==> config.mk <==
export PLATFORM = sky130hd
export DESIGN_NAME = id_stage_pipelined_flat
export DESIGN_NICKNAME = d
export VERILOG_FILES = /design/src/rtl/id_pkg.sv /design/src/rtl/id_stage_pipelined_if.sv /design/src/rtl/id_regfile.sv /design/src/rtl/id_stage_pipelined.sv /design/src/flat_wrapper.sv
export SDC_FILE = /design/constraint.sdc
export NUM_CORES = 2
export LEC_CHECK = 0
export CELL_PAD_IN_SITES_DETAIL_PLACEMENT = 2
export CELL_PAD_IN_SITES_GLOBAL_PLACEMENT = 2
export CORE_MARGIN = 2
export CORE_UTILIZATION = 36
export CTS_CLUSTER_SIZE = 24
export DETAILED_ROUTE_END_ITERATION = 10
export PLACE_DENSITY = 0.77
export SYNTH_ARGS = -nofsm -noshare
export SYNTH_HDL_FRONTEND = slang
export SYNTH_SLANG_ARGS = --single-unit
export TNS_END_PERCENT = 10
==> constraint.sdc <==
create_clock -name clk -period 20.4 [get_ports clk]
set_input_delay 4.08 -clock clk [delete_from_list [all_inputs] [get_ports clk]]
set_output_delay 4.08 -clock clk [all_outputs]
set_load 0.01 [all_outputs]
==> src/rtl/id_pkg.sv <==
`timescale 1ns/1ps
`default_nettype none
// +----------------------------------------------------------------------------+
// | Module   : id_pkg                                                          |
// | Purpose  : Shared constants and types for the id_stage_pipelined decode   |
// |            stage: EX commands, opcode/mode/condition encodings, NZCV bit  |
// |            positions, the ID/EX control bundle and the condition check.   |
// | Revision : 1.0  initial release                                            |
// +----------------------------------------------------------------------------+
package id_pkg;

  // EX-stage ALU commands
  localparam logic [3:0] EXE_NOP = 4'b0000;
  localparam logic [3:0] EXE_MOV = 4'b0001;
  localparam logic [3:0] EXE_ADD = 4'b0010;
  localparam logic [3:0] EXE_ADC = 4'b0011;
  localparam logic [3:0] EXE_SUB = 4'b0100;
  localparam logic [3:0] EXE_SBC = 4'b0101;
  localparam logic [3:0] EXE_AND = 4'b0110;
  localparam logic [3:0] EXE_ORR = 4'b0111;
  localparam logic [3:0] EXE_EOR = 4'b1000;
  localparam logic [3:0] EXE_MVN = 4'b1001;

  // Data-processing opcodes, instr[24:21]
  localparam logic [3:0] OP_AND = 4'b0000;
  localparam logic [3:0] OP_EOR = 4'b0001;
  localparam logic [3:0] OP_SUB = 4'b0010;
  localparam logic [3:0] OP_ADD = 4'b0100;
  localparam logic [3:0] OP_ADC = 4'b0101;
  localparam logic [3:0] OP_SBC = 4'b0110;
  localparam logic [3:0] OP_TST = 4'b1000;
  localparam logic [3:0] OP_CMP = 4'b1010;
  localparam logic [3:0] OP_ORR = 4'b1100;
  localparam logic [3:0] OP_MOV = 4'b1101;
  localparam logic [3:0] OP_MVN = 4'b1111;

  // Instruction classes, instr[27:26]
  localparam logic [1:0] MODE_ALU = 2'b00;
  localparam logic [1:0] MODE_MEM = 2'b01;
  localparam logic [1:0] MODE_BR  = 2'b10;

  // Condition codes, instr[31:28]
  localparam logic [3:0] COND_EQ = 4'b0000;
  localparam logic [3:0] COND_NE = 4'b0001;
  localparam logic [3:0] COND_CS = 4'b0010;
  localparam logic [3:0] COND_CC = 4'b0011;
  localparam logic [3:0] COND_MI = 4'b0100;
  localparam logic [3:0] COND_PL = 4'b0101;
  localparam logic [3:0] COND_VS = 4'b0110;
  localparam logic [3:0] COND_VC = 4'b0111;
  localparam logic [3:0] COND_HI = 4'b1000;
  localparam logic [3:0] COND_LS = 4'b1001;
  localparam logic [3:0] COND_GE = 4'b1010;
  localparam logic [3:0] COND_LT = 4'b1011;
  localparam logic [3:0] COND_GT = 4'b1100;
  localparam logic [3:0] COND_LE = 4'b1101;
  localparam logic [3:0] COND_AL = 4'b1110;

  // NZCV bit positions inside the status word
  localparam int FLAG_N = 3;
  localparam int FLAG_Z = 2;
  localparam int FLAG_C = 1;
  localparam int FLAG_V = 0;

  // Control bundle carried through the ID/EX register
  typedef struct packed {
    logic [3:0] exe_cmd;
    logic       mem_r;
    logic       mem_w;
    logic       wb;
    logic       b;
    logic       s;
  } id_ctrl_t;

  // True when the condition field allows execution under the given flags.
  // 1111 falls through to the default and never executes.
  function automatic logic cond_pass(input logic [3:0] cond, input logic [3:0] nzcv);
    logic n, z, c, v;
    n = nzcv[FLAG_N];
    z = nzcv[FLAG_Z];
    c = nzcv[FLAG_C];
    v = nzcv[FLAG_V];
    case (cond)
      COND_EQ: cond_pass = z;
      COND_NE: cond_pass = ~z;
      COND_CS: cond_pass = c;
      COND_CC: cond_pass = ~c;
      COND_MI: cond_pass = n;
      COND_PL: cond_pass = ~n;
      COND_VS: cond_pass = v;
      COND_VC: cond_pass = ~v;
      COND_HI: cond_pass = c & ~z;
      COND_LS: cond_pass = ~c | z;
      COND_GE: cond_pass = (n == v);
      COND_LT: cond_pass = (n != v);
      COND_GT: cond_pass = ~z & (n == v);
      COND_LE: cond_pass = z | (n != v);
      COND_AL: cond_pass = 1'b1;
      default: cond_pass = 1'b0;
    endcase
  endfunction

endpackage
`default_nettype wire

==> src/rtl/id_stage_pipelined_if.sv <==
`timescale 1ns/1ps
`default_nettype none
// +----------------------------------------------------------------------------+
// | Module   : id_stage_pipelined_if                                           |
// | Purpose  : Bundle of the decode stage's upstream handshake (in_*), the    |
// |            ID/EX register outputs (out_*) and the unregistered hazard     |
// |            source info (hz_*).                                             |
// |            modport slave  : the decode stage itself                        |
// |            modport master : the surrounding pipeline (IF/ID, EX, hazard)   |
// | Revision : 1.0  initial release                                            |
// +----------------------------------------------------------------------------+
interface id_stage_pipelined_if #(
  parameter int DATA_W  = 32,
  parameter int REG_CNT = 16,
  parameter int IMM_W   = 24,
  parameter int SHOP_W  = 12
);
  localparam int RA_W = $clog2(REG_CNT);

  // upstream handshake
  logic              in_valid;
  logic              in_ready;
  logic [DATA_W-1:0] in_pc;
  logic [31:0]       in_instr;

  // hazard-unit side, combinational from in_instr
  logic [RA_W-1:0]   hz_src1;
  logic [RA_W-1:0]   hz_src2;
  logic              hz_two_src;

  // ID/EX register
  logic              out_valid;
  logic              out_ready;
  logic [DATA_W-1:0] out_pc;
  logic [DATA_W-1:0] out_rn;
  logic [DATA_W-1:0] out_rm;
  logic [RA_W-1:0]   out_dst;
  logic [RA_W-1:0]   out_src1;
  logic [RA_W-1:0]   out_src2;
  logic [IMM_W-1:0]  out_imm24;
  logic [SHOP_W-1:0] out_shop;
  logic              out_imm;
  logic [3:0]        out_exe_cmd;
  logic              out_mem_r;
  logic              out_mem_w;
  logic              out_wb;
  logic              out_b;
  logic              out_s;

  modport slave (
    input  in_valid, in_pc, in_instr, out_ready,
    output in_ready, hz_src1, hz_src2, hz_two_src,
    output out_valid, out_pc, out_rn, out_rm, out_dst, out_src1, out_src2,
    output out_imm24, out_shop, out_imm, out_exe_cmd,
    output out_mem_r, out_mem_w, out_wb, out_b, out_s
  );

  modport master (
    output in_valid, in_pc, in_instr, out_ready,
    input  in_ready, hz_src1, hz_src2, hz_two_src,
    input  out_valid, out_pc, out_rn, out_rm, out_dst, out_src1, out_src2,
    input  out_imm24, out_shop, out_imm, out_exe_cmd,
    input  out_mem_r, out_mem_w, out_wb, out_b, out_s
  );
endinterface
`default_nettype wire

==> src/rtl/id_regfile.sv <==
`timescale 1ns/1ps
`default_nettype none
// +----------------------------------------------------------------------------+
// | Module   : id_regfile                                                      |
// | Purpose  : REG_CNT x DATA_W register file, one posedge write port, two    |
// |            asynchronous read ports, asynchronous reset to zero.            |
// |            Optional macro DECODE_WB_BYPASS_EN: a read whose address       |
// |            matches an enabled write in the same cycle returns wr_data.     |
// |            Without it reads return the pre-write value.                   |
// | Ports    : clk, rst                 clock / async active-high reset        |
// |            wr_en, wr_addr, wr_data  write port (out-of-range ignored)      |
// |            rd1_addr/rd1_data        read port 1                            |
// |            rd2_addr/rd2_data        read port 2                            |
// | Revision : 1.0  initial release                                            |
// +----------------------------------------------------------------------------+
module id_regfile #(
  parameter  int DATA_W  = 32,
  parameter  int REG_CNT = 16,
  localparam int RA_W    = $clog2(REG_CNT)
) (
  input  logic              clk,
  input  logic              rst,
  input  logic              wr_en,
  input  logic [RA_W-1:0]   wr_addr,
  input  logic [DATA_W-1:0] wr_data,
  input  logic [RA_W-1:0]   rd1_addr,
  output logic [DATA_W-1:0] rd1_data,
  input  logic [RA_W-1:0]   rd2_addr,
  output logic [DATA_W-1:0] rd2_data
);

  localparam logic [RA_W:0] c_reg_cnt = (RA_W+1)'(REG_CNT);

  logic [DATA_W-1:0] mem_q [REG_CNT];
  logic [DATA_W-1:0] mem_d [REG_CNT];
  logic              wr_ok;

  // Address space may be wider than the register count when REG_CNT is
  // not a power of two; those writes are dropped.
  assign wr_ok = wr_en && ({1'b0, wr_addr} < c_reg_cnt);

  always_comb begin
    mem_d = mem_q;
    if (wr_ok) begin
      mem_d[wr_addr] = wr_data;
    end
  end

  always_ff @(posedge clk or posedge rst) begin
    if (rst) begin
      for (int i = 0; i < REG_CNT; i++) begin
        mem_q[i] <= '0;
      end
    end else begin
      mem_q <= mem_d;
    end
  end

  always_comb begin
    rd1_data = '0;
    if ({1'b0, rd1_addr} < c_reg_cnt) begin
      rd1_data = mem_q[rd1_addr];
    end
`ifdef DECODE_WB_BYPASS_EN
    if (wr_ok && (wr_addr == rd1_addr)) begin
      rd1_data = wr_data;
    end
`endif
  end

  always_comb begin
    rd2_data = '0;
    if ({1'b0, rd2_addr} < c_reg_cnt) begin
      rd2_data = mem_q[rd2_addr];
    end
`ifdef DECODE_WB_BYPASS_EN
    if (wr_ok && (wr_addr == rd2_addr)) begin
      rd2_data = wr_data;
    end
`endif
  end

endmodule
`default_nettype wire

==> src/rtl/id_stage_pipelined.sv <==
`timescale 1ns/1ps
`default_nettype none
// +----------------------------------------------------------------------------+
// | Module   : id_stage_pipelined                                              |
// | Purpose  : Decode stage merging instruction decode, condition check,      |
// |            register file and the ID/EX pipeline register, with a          |
// |            valid/ready handshake, flush and hazard bubbles.                |
// |            Optional macro DECODE_WB_BYPASS_EN enables register-file        |
// |            write-through (see id_regfile).                                 |
// | Ports    : clk, rst        clock / async active-high reset                 |
// |            status          NZCV flags used for the condition check         |
// |            hazard          hazard unit requests a bubble                   |
// |            flush           taken branch, kills the held instruction        |
// |            wb_en/addr/data register-file write port                        |
// |            bus (slave)     in_* handshake, out_* ID/EX register, hz_*      |
// | Revision : 1.0  initial release                                            |
// +----------------------------------------------------------------------------+
module id_stage_pipelined
  import id_pkg::*;
#(
  parameter  int DATA_W  = 32,
  parameter  int REG_CNT = 16,
  parameter  int IMM_W   = 24,
  parameter  int SHOP_W  = 12,
  localparam int RA_W    = $clog2(REG_CNT)
) (
  input  logic                 clk,
  input  logic                 rst,
  input  logic [3:0]           status,
  input  logic                 hazard,
  input  logic                 flush,
  input  logic                 wb_en,
  input  logic [RA_W-1:0]      wb_addr,
  input  logic [DATA_W-1:0]    wb_data,
  id_stage_pipelined_if.slave  bus
);

  // ---------------------------------------------------------------- fields
  logic [3:0]        cond_f;
  logic [1:0]        mode_f;
  logic [3:0]        op_f;
  logic              s_bit;
  logic              imm_bit;
  logic              is_store;
  logic              has_src1;
  logic              alu_def;
  logic              cond_ok;
  logic [RA_W-1:0]   src1;
  logic [RA_W-1:0]   src2;
  logic [DATA_W-1:0] rn_val;
  logic [DATA_W-1:0] rm_val;
  id_ctrl_t          ctrl_raw;
  id_ctrl_t          ctrl;
  logic              in_ready;
  logic              accept;

  assign cond_f  = bus.in_instr[31:28];
  assign mode_f  = bus.in_instr[27:26];
  assign imm_bit = bus.in_instr[25];
  assign op_f    = bus.in_instr[24:21];
  assign s_bit   = bus.in_instr[20];

  // Store reads its data register from the Rd field instead of Rm.
  assign is_store = (mode_f == MODE_MEM) && !s_bit;
  assign has_src1 = !(((mode_f == MODE_ALU) && ((op_f == OP_MOV) || (op_f == OP_MVN)))
                      || (mode_f == MODE_BR));

  assign src1 = bus.in_instr[16 +: RA_W];
  assign src2 = is_store ? bus.in_instr[12 +: RA_W] : bus.in_instr[0 +: RA_W];

  assign bus.hz_src1    = src1;
  assign bus.hz_src2    = src2;
  assign bus.hz_two_src = (!imm_bit || is_store) || has_src1;

  // ---------------------------------------------------------------- decode
  always_comb begin
    ctrl_raw = '0;
    alu_def  = 1'b1;
    case (mode_f)
      MODE_ALU: begin
        case (op_f)
          OP_MOV:  ctrl_raw.exe_cmd = EXE_MOV;
          OP_MVN:  ctrl_raw.exe_cmd = EXE_MVN;
          OP_ADD:  ctrl_raw.exe_cmd = EXE_ADD;
          OP_ADC:  ctrl_raw.exe_cmd = EXE_ADC;
          OP_SUB:  ctrl_raw.exe_cmd = EXE_SUB;
          OP_SBC:  ctrl_raw.exe_cmd = EXE_SBC;
          OP_AND:  ctrl_raw.exe_cmd = EXE_AND;
          OP_ORR:  ctrl_raw.exe_cmd = EXE_ORR;
          OP_EOR:  ctrl_raw.exe_cmd = EXE_EOR;
          OP_CMP:  ctrl_raw.exe_cmd = EXE_SUB;
          OP_TST:  ctrl_raw.exe_cmd = EXE_AND;
          default: alu_def = 1'b0;
        endcase
        if (alu_def) begin
          // compare/test only update flags
          ctrl_raw.wb = (op_f != OP_CMP) && (op_f != OP_TST);
          ctrl_raw.s  = s_bit;
        end
      end
      MODE_MEM: begin
        // address generation is an add; S distinguishes load from store
        ctrl_raw.exe_cmd = EXE_ADD;
        if (s_bit) begin
          ctrl_raw.mem_r = 1'b1;
          ctrl_raw.wb    = 1'b1;
        end else begin
          ctrl_raw.mem_w = 1'b1;
        end
      end
      MODE_BR: begin
        ctrl_raw.b = 1'b1;
      end
      default: ctrl_raw = '0;
    endcase
  end

  // A failed condition still occupies the slot but as a NOP.
  always_comb begin
    cond_ok = cond_pass(cond_f, status);
    ctrl    = cond_ok ? ctrl_raw : '0;
  end

  // --------------------------------------------------------- register file
  id_regfile #(
    .DATA_W  (DATA_W),
    .REG_CNT (REG_CNT)
  ) u_regfile (
    .clk      (clk),
    .rst      (rst),
    .wr_en    (wb_en),
    .wr_addr  (wb_addr),
    .wr_data  (wb_data),
    .rd1_addr (src1),
    .rd1_data (rn_val),
    .rd2_addr (src2),
    .rd2_data (rm_val)
  );

  // ------------------------------------------------------- ID/EX register
  logic              valid_q, valid_d;
  logic [DATA_W-1:0] pc_q,    pc_d;
  logic [DATA_W-1:0] rn_q,    rn_d;
  logic [DATA_W-1:0] rm_q,    rm_d;
  logic [RA_W-1:0]   dst_q,   dst_d;
  logic [RA_W-1:0]   src1_q,  src1_d;
  logic [RA_W-1:0]   src2_q,  src2_d;
  logic [IMM_W-1:0]  imm24_q, imm24_d;
  logic [SHOP_W-1:0] shop_q,  shop_d;
  logic              imm_q,   imm_d;
  id_ctrl_t          ctrl_q,  ctrl_d;

  assign in_ready     = !hazard && (!valid_q || bus.out_ready) && !flush;
  assign accept       = bus.in_valid && in_ready;
  assign bus.in_ready = in_ready;

  always_comb begin
    valid_d = valid_q;
    pc_d    = pc_q;
    rn_d    = rn_q;
    rm_d    = rm_q;
    dst_d   = dst_q;
    src1_d  = src1_q;
    src2_d  = src2_q;
    imm24_d = imm24_q;
    shop_d  = shop_q;
    imm_d   = imm_q;
    ctrl_d  = ctrl_q;
    if (flush) begin
      // wins over hold: the held instruction is on the wrong path
      valid_d = 1'b0;
    end else if (accept) begin
      valid_d = 1'b1;
      pc_d    = bus.in_pc;
      rn_d    = rn_val;
      rm_d    = rm_val;
      dst_d   = bus.in_instr[12 +: RA_W];
      src1_d  = src1;
      src2_d  = src2;
      imm24_d = bus.in_instr[IMM_W-1:0];
      shop_d  = bus.in_instr[SHOP_W-1:0];
      imm_d   = imm_bit;
      ctrl_d  = ctrl;
    end else if (valid_q && !bus.out_ready) begin
      valid_d = 1'b1;
    end else begin
      // downstream took (or never had) the entry and nothing new came in
      valid_d = 1'b0;
    end
  end

  always_ff @(posedge clk or posedge rst) begin
    if (rst) begin
      valid_q <= 1'b0;
      pc_q    <= '0;
      rn_q    <= '0;
      rm_q    <= '0;
      dst_q   <= '0;
      src1_q  <= '0;
      src2_q  <= '0;
      imm24_q <= '0;
      shop_q  <= '0;
      imm_q   <= 1'b0;
      ctrl_q  <= '0;
    end else begin
      valid_q <= valid_d;
      pc_q    <= pc_d;
      rn_q    <= rn_d;
      rm_q    <= rm_d;
      dst_q   <= dst_d;
      src1_q  <= src1_d;
      src2_q  <= src2_d;
      imm24_q <= imm24_d;
      shop_q  <= shop_d;
      imm_q   <= imm_d;
      ctrl_q  <= ctrl_d;
    end
  end

  assign bus.out_valid   = valid_q;
  assign bus.out_pc      = pc_q;
  assign bus.out_rn      = rn_q;
  assign bus.out_rm      = rm_q;
  assign bus.out_dst     = dst_q;
  assign bus.out_src1    = src1_q;
  assign bus.out_src2    = src2_q;
  assign bus.out_imm24   = imm24_q;
  assign bus.out_shop    = shop_q;
  assign bus.out_imm     = imm_q;
  assign bus.out_exe_cmd = ctrl_q.exe_cmd;
  assign bus.out_mem_r   = ctrl_q.mem_r;
  assign bus.out_mem_w   = ctrl_q.mem_w;
  assign bus.out_wb      = ctrl_q.wb;
  assign bus.out_b       = ctrl_q.b;
  assign bus.out_s       = ctrl_q.s;

endmodule
`default_nettype wire

==> src/flat_wrapper.sv <==
// flat-port wrapper written by rule: the top's interface ports become plain ports
module id_stage_pipelined_flat import id_pkg::*;
#(
  parameter  int DATA_W  = 32,
  parameter  int REG_CNT = 16,
  parameter  int IMM_W   = 24,
  parameter  int SHOP_W  = 12,
  localparam int RA_W    = $clog2(REG_CNT)
)
  (clk, rst, status, hazard, flush, wb_en, wb_addr, wb_data, bus_in_valid, bus_in_pc, bus_in_instr, bus_out_ready, bus_in_ready, bus_hz_src1, bus_hz_src2, bus_hz_two_src, bus_out_valid, bus_out_pc, bus_out_rn, bus_out_rm, bus_out_dst, bus_out_src1, bus_out_src2, bus_out_imm24, bus_out_shop, bus_out_imm, bus_out_exe_cmd, bus_out_mem_r, bus_out_mem_w, bus_out_wb, bus_out_b, bus_out_s);
  id_stage_pipelined_if #(.DATA_W(DATA_W), .REG_CNT(REG_CNT), .IMM_W(IMM_W), .SHOP_W(SHOP_W)) bus_i ();
  input  logic clk;
  input  logic rst;
  input  logic [3:0] status;
  input  logic hazard;
  input  logic flush;
  input  logic wb_en;
  input  logic [RA_W-1:0] wb_addr;
  input  logic [DATA_W-1:0] wb_data;
  input wire logic [$bits(bus_i.in_valid)-1:0] bus_in_valid;
  input wire logic [$bits(bus_i.in_pc)-1:0] bus_in_pc;
  input wire logic [$bits(bus_i.in_instr)-1:0] bus_in_instr;
  input wire logic [$bits(bus_i.out_ready)-1:0] bus_out_ready;
  output wire logic [$bits(bus_i.in_ready)-1:0] bus_in_ready;
  output wire logic [$bits(bus_i.hz_src1)-1:0] bus_hz_src1;
  output wire logic [$bits(bus_i.hz_src2)-1:0] bus_hz_src2;
  output wire logic [$bits(bus_i.hz_two_src)-1:0] bus_hz_two_src;
  output wire logic [$bits(bus_i.out_valid)-1:0] bus_out_valid;
  output wire logic [$bits(bus_i.out_pc)-1:0] bus_out_pc;
  output wire logic [$bits(bus_i.out_rn)-1:0] bus_out_rn;
  output wire logic [$bits(bus_i.out_rm)-1:0] bus_out_rm;
  output wire logic [$bits(bus_i.out_dst)-1:0] bus_out_dst;
  output wire logic [$bits(bus_i.out_src1)-1:0] bus_out_src1;
  output wire logic [$bits(bus_i.out_src2)-1:0] bus_out_src2;
  output wire logic [$bits(bus_i.out_imm24)-1:0] bus_out_imm24;
  output wire logic [$bits(bus_i.out_shop)-1:0] bus_out_shop;
  output wire logic [$bits(bus_i.out_imm)-1:0] bus_out_imm;
  output wire logic [$bits(bus_i.out_exe_cmd)-1:0] bus_out_exe_cmd;
  output wire logic [$bits(bus_i.out_mem_r)-1:0] bus_out_mem_r;
  output wire logic [$bits(bus_i.out_mem_w)-1:0] bus_out_mem_w;
  output wire logic [$bits(bus_i.out_wb)-1:0] bus_out_wb;
  output wire logic [$bits(bus_i.out_b)-1:0] bus_out_b;
  output wire logic [$bits(bus_i.out_s)-1:0] bus_out_s;
  assign bus_i.in_valid = bus_in_valid;
  assign bus_i.in_pc = bus_in_pc;
  assign bus_i.in_instr = bus_in_instr;
  assign bus_i.out_ready = bus_out_ready;
  assign bus_in_ready = bus_i.in_ready;
  assign bus_hz_src1 = bus_i.hz_src1;
  assign bus_hz_src2 = bus_i.hz_src2;
  assign bus_hz_two_src = bus_i.hz_two_src;
  assign bus_out_valid = bus_i.out_valid;
  assign bus_out_pc = bus_i.out_pc;
  assign bus_out_rn = bus_i.out_rn;
  assign bus_out_rm = bus_i.out_rm;
  assign bus_out_dst = bus_i.out_dst;
  assign bus_out_src1 = bus_i.out_src1;
  assign bus_out_src2 = bus_i.out_src2;
  assign bus_out_imm24 = bus_i.out_imm24;
  assign bus_out_shop = bus_i.out_shop;
  assign bus_out_imm = bus_i.out_imm;
  assign bus_out_exe_cmd = bus_i.out_exe_cmd;
  assign bus_out_mem_r = bus_i.out_mem_r;
  assign bus_out_mem_w = bus_i.out_mem_w;
  assign bus_out_wb = bus_i.out_wb;
  assign bus_out_b = bus_i.out_b;
  assign bus_out_s = bus_i.out_s;
  id_stage_pipelined #(.DATA_W(DATA_W), .REG_CNT(REG_CNT), .IMM_W(IMM_W), .SHOP_W(SHOP_W)) u_core (.clk(clk), .rst(rst), .status(status), .hazard(hazard), .flush(flush), .wb_en(wb_en), .wb_addr(wb_addr), .wb_data(wb_data), .bus(bus_i));
endmodule
==> flow_metrics.env <==
export IMPL_status="finished clean"
export IMPL_synthFlopType="dfrtp_1"
export IMPL_synthCells=2922
export IMPL_p_leak_uw=0.01726
export IMPL_tns_ns=0
export IMPL_grt_pass1_wl_um=197500
export IMPL_post_drt_wl_per_cell_um=30.05
export IMPL_grt_max_degree=145
export IMPL_ys_seq_area_frac=0.4747
export IMPL_track_usage=0.2659
export IMPL_final_area_mm2=0.04035
export IMPL_fp_row_count=112
export IMPL_hold_path_endpoint="u_core.bus.out_rn[3]$_DFFE_PP0P_"
export IMPL_path_clk_slew_ns=0.06
export IMPL_drive_gt1_frac=0.2631
export IMPL_hold_path_depth=1
export IMPL_r2r_setup_slack_ns=16.98
export IMPL_netlist_area_mm2=0.03411
export IMPL_drt_iter0_markers=1841
export IMPL_worstHoldPathType="reg -> reg"
export IMPL_finalSetupViolCount=0
export IMPL_start_util=0.3644
export IMPL_layout_nets=3131
export IMPL_maxCapViolations=0
export IMPL_tightest_slew_ns=1.162
export IMPL_nFillCells=9365
export IMPL_ir_drop_v=0.00006167
export IMPL_clk_path_buf_depth=3
export IMPL_crit_arrival_ns=6.94
export IMPL_async_flop_share=1.000
export IMPL_hold_viol_final=0
export IMPL_yosysWarnings=0
export IMPL_fin_crit_ns=11.02
export IMPL_clk_latency_ns=0.65
export IMPL_min_delay_start="u_core.bus.out_rn[3]$_DFFE_PP0P_"
export IMPL_cp_end_kind="output pin"
export IMPL_clkSinkCount=647
export IMPL_drc=0
export IMPL_fin_crit_sh=0.5402
export IMPL_crit_type="in -> out"
export IMPL_synth_fp_nets=3033
export IMPL_root_buffer="clkbuf_16"
export IMPL_fmax_mhz=90.74
export IMPL_relSlewSlack=0.2254
export IMPL_drtAntennaViolNets=0
export IMPL_reg2reg_depth=7
export IMPL_cts_tree="done"
export IMPL_post_cts_buffers=0
export IMPL_reg2reg_from="u_core.bus.out_valid$_DFF_PP0_"
export IMPL_firstDrtPassIters=5
export IMPL_via_count=26283
export IMPL_dpl_hpwl_um=72080
export IMPL_layout_common_cells="dfrtp_1, nand2_1, mux2_2, clkdlybuf4s50_1, mux2i_1"
export IMPL_antenna_found_initial=5
export IMPL_die_area_mm2=0.09723
export IMPL_postCtsResizedCells=0
export IMPL_start_kind="input pin"
export IMPL_grt_pass1_vias=29876
export IMPL_drt_wl_total_um=130300
export IMPL_dpl_cell_area_mm2=0.03772
export IMPL_numCtsBuffers=77
export IMPL_portBuffers=275
export IMPL_final_core_util=0.4311
export IMPL_skew_ns=0.02718
export IMPL_area_delta_synth_final_pct=18.30
export IMPL_hold_slack_ns=0.4762
export IMPL_hold_buffers=0
export IMPL_synth_seq_cells=647
export IMPL_routabilityCongestion=0.7958
export IMPL_avgSynthCellArea_um2=11.67
export IMPL_io_pins=276
export IMPL_path_max_fanout=52
export IMPL_drv_slew=0
export IMPL_synth_edff_count=0
export IMPL_overflow=0
export IMPL_layout_commonest_cell="dfrtp_1"
export IMPL_via_per_inst=6.060
export IMPL_htreeDepth=3
export IMPL_dieWidth_um=311.8
export IMPL_powerDensity_mw_per_mm2=105.3
export IMPL_synth_distinct_cells=54
export IMPL_coreArea_mm2=0.09361
export IMPL_critPathRequiredTime_ns=16.32
export IMPL_rsz0062_at_grt="false"
export IMPL_dieHeight_um=311.8
export IMPL_timing_rr_end="u_core.bus.out_rm[10]$_DFFE_PP0P_"
-- routing by layer --
layer / GRT usage / share of wire / vias to the layer above
li1: - / - / 10823
met1: 0.3358 / 0.42 / 14280
met3: 0.04512 / 0.054 / 288
met2: 0.4481 / 0.49 / 888
met4: 0.1160 / 0.039 / 4
met5: 0 / 0.00021 / -
-- sequential cells by signal, indices dropped and copies added (netlist names), 3 cells and up --
| name | count |
|---|---|
| u_core.bus.out_src2 | 4 |
| u_core.bus.out_exe_cmd | 4 |
| u_core.bus.out_dst | 3 |
| u_core.bus.out_src1 | 3 |
| u_core.u_regfile.mem_q | 512 |
| u_core.bus.out_rm | 32 |
| u_core.bus.out_pc | 32 |
| u_core.bus.out_shop | 11 |
| u_core.bus.out_imm24 | 7 |
| u_core.bus.out_rn | 32 |
-- critical path, stage by stage --
cell and delay [ns]:
clkdlybuf4s50_1 0.68, or3b_4 0.23, buf_4 0.66, mux2i_1 0.53, inv_1 0.21, clkdlybuf4s50_1 0.53
-- metrics by stage --
stage | worst slack (ns) | cells | power (µW)
after floorplan | 7.479 | 2922 | 2388
after global placement | 9.512 | 4195 | 2701
after detailed placement | 9.371 | 4195 | 2798
after CTS | 9.348 | 4333 | 4275
after global routing | 9.159 | 4336 | 4438
final | 9.380 | 4337 | 4247
-- area by class of cell --
| type | count | area, µm² | area share |
|---|---|---|---|
| antenna | 4 | 10.01 | 0.0002481 |
| clock buffer | 111 | 2288 | 0.05671 |
| sequential | 647 | 16190 | 0.4012 |
| inverter | 104 | 401.6 | 0.009953 |
| multi-input combinational | 1867 | 16430 | 0.4071 |
| tap | 1254 | 1569 | 0.03888 |
| clock inverter | 27 | 335.3 | 0.008310 |
| timing repair buffer | 323 | 3128 | 0.07752 |
-- report_power, final --
part / switching, µW / leakage, µW / total, µW / internal (µW)
clock network: 582 / 0.00130 / 1450 / 867
logic: 453 / 0.00796 / 976 / 522
registers: 247 / 0.00800 / 1820 / 1570
-- logic make-up after synthesis --
family	share of synthesized area
muxes	0.3013
DFF	0.4747
and+or+nand+nor	0.07120
AOI/OAI and AO/OA	0.1022
buffers and inverters	0.04959
xor gates and xnor gates	0.001027
-- synth_stat cells (3+ instances only) --
master / n / area share
o21ai_0: 76 / 0.011
nand3_1: 9 / 0.0013
buf_1: 59 / 0.0065
inv_1: 102 / 0.011
o22ai_1: 10 / 0.0018
nor2_1: 12 / 0.0013
o311ai_0: 32 / 0.0082
a2111o_1: 30 / 0.0099
dfrtp_1: 647 / 0.47
a21o_1: 10 / 0.0022
a22oi_1: 31 / 0.0068
clkbuf_1: 182 / 0.020
mux2_2: 449 / 0.15
nand3b_1: 4 / 0.00088
nor2b_1: 7 / 0.0013
nor3_1: 3 / 0.00044
buf_4: 30 / 0.0066
nand2b_1: 12 / 0.0022
xor2_1: 3 / 0.00077
a21oi_1: 37 / 0.0054
nand2_1: 548 / 0.060
buf_2: 32 / 0.0047
mux4_2: 150 / 0.099
a311oi_1: 62 / 0.016
mux2i_1: 182 / 0.053
a211oi_1: 160 / 0.035
a221oi_1: 4 / 0.0010
-- how the worst max path moves through the flow --
stage | from | endpoint | slack [ns]
2_1_floorplan | rst | u_core.bus.out_b$_DFFE_PP0P_ | 7.48
3_3_place_gp | bus_in_instr[27] | bus_hz_src2[1] | 9.51
3_5_place_dp | bus_in_instr[26] | bus_hz_src2[1] | 9.37
4_1_cts | bus_in_instr[27] | bus_hz_src2[1] | 9.35
5_1_grt | bus_in_instr[20] | bus_hz_src2[1] | 9.16
6_report | bus_in_instr[20] | bus_hz_src2[1] | 9.38
(Power assumes the default switching activity.)
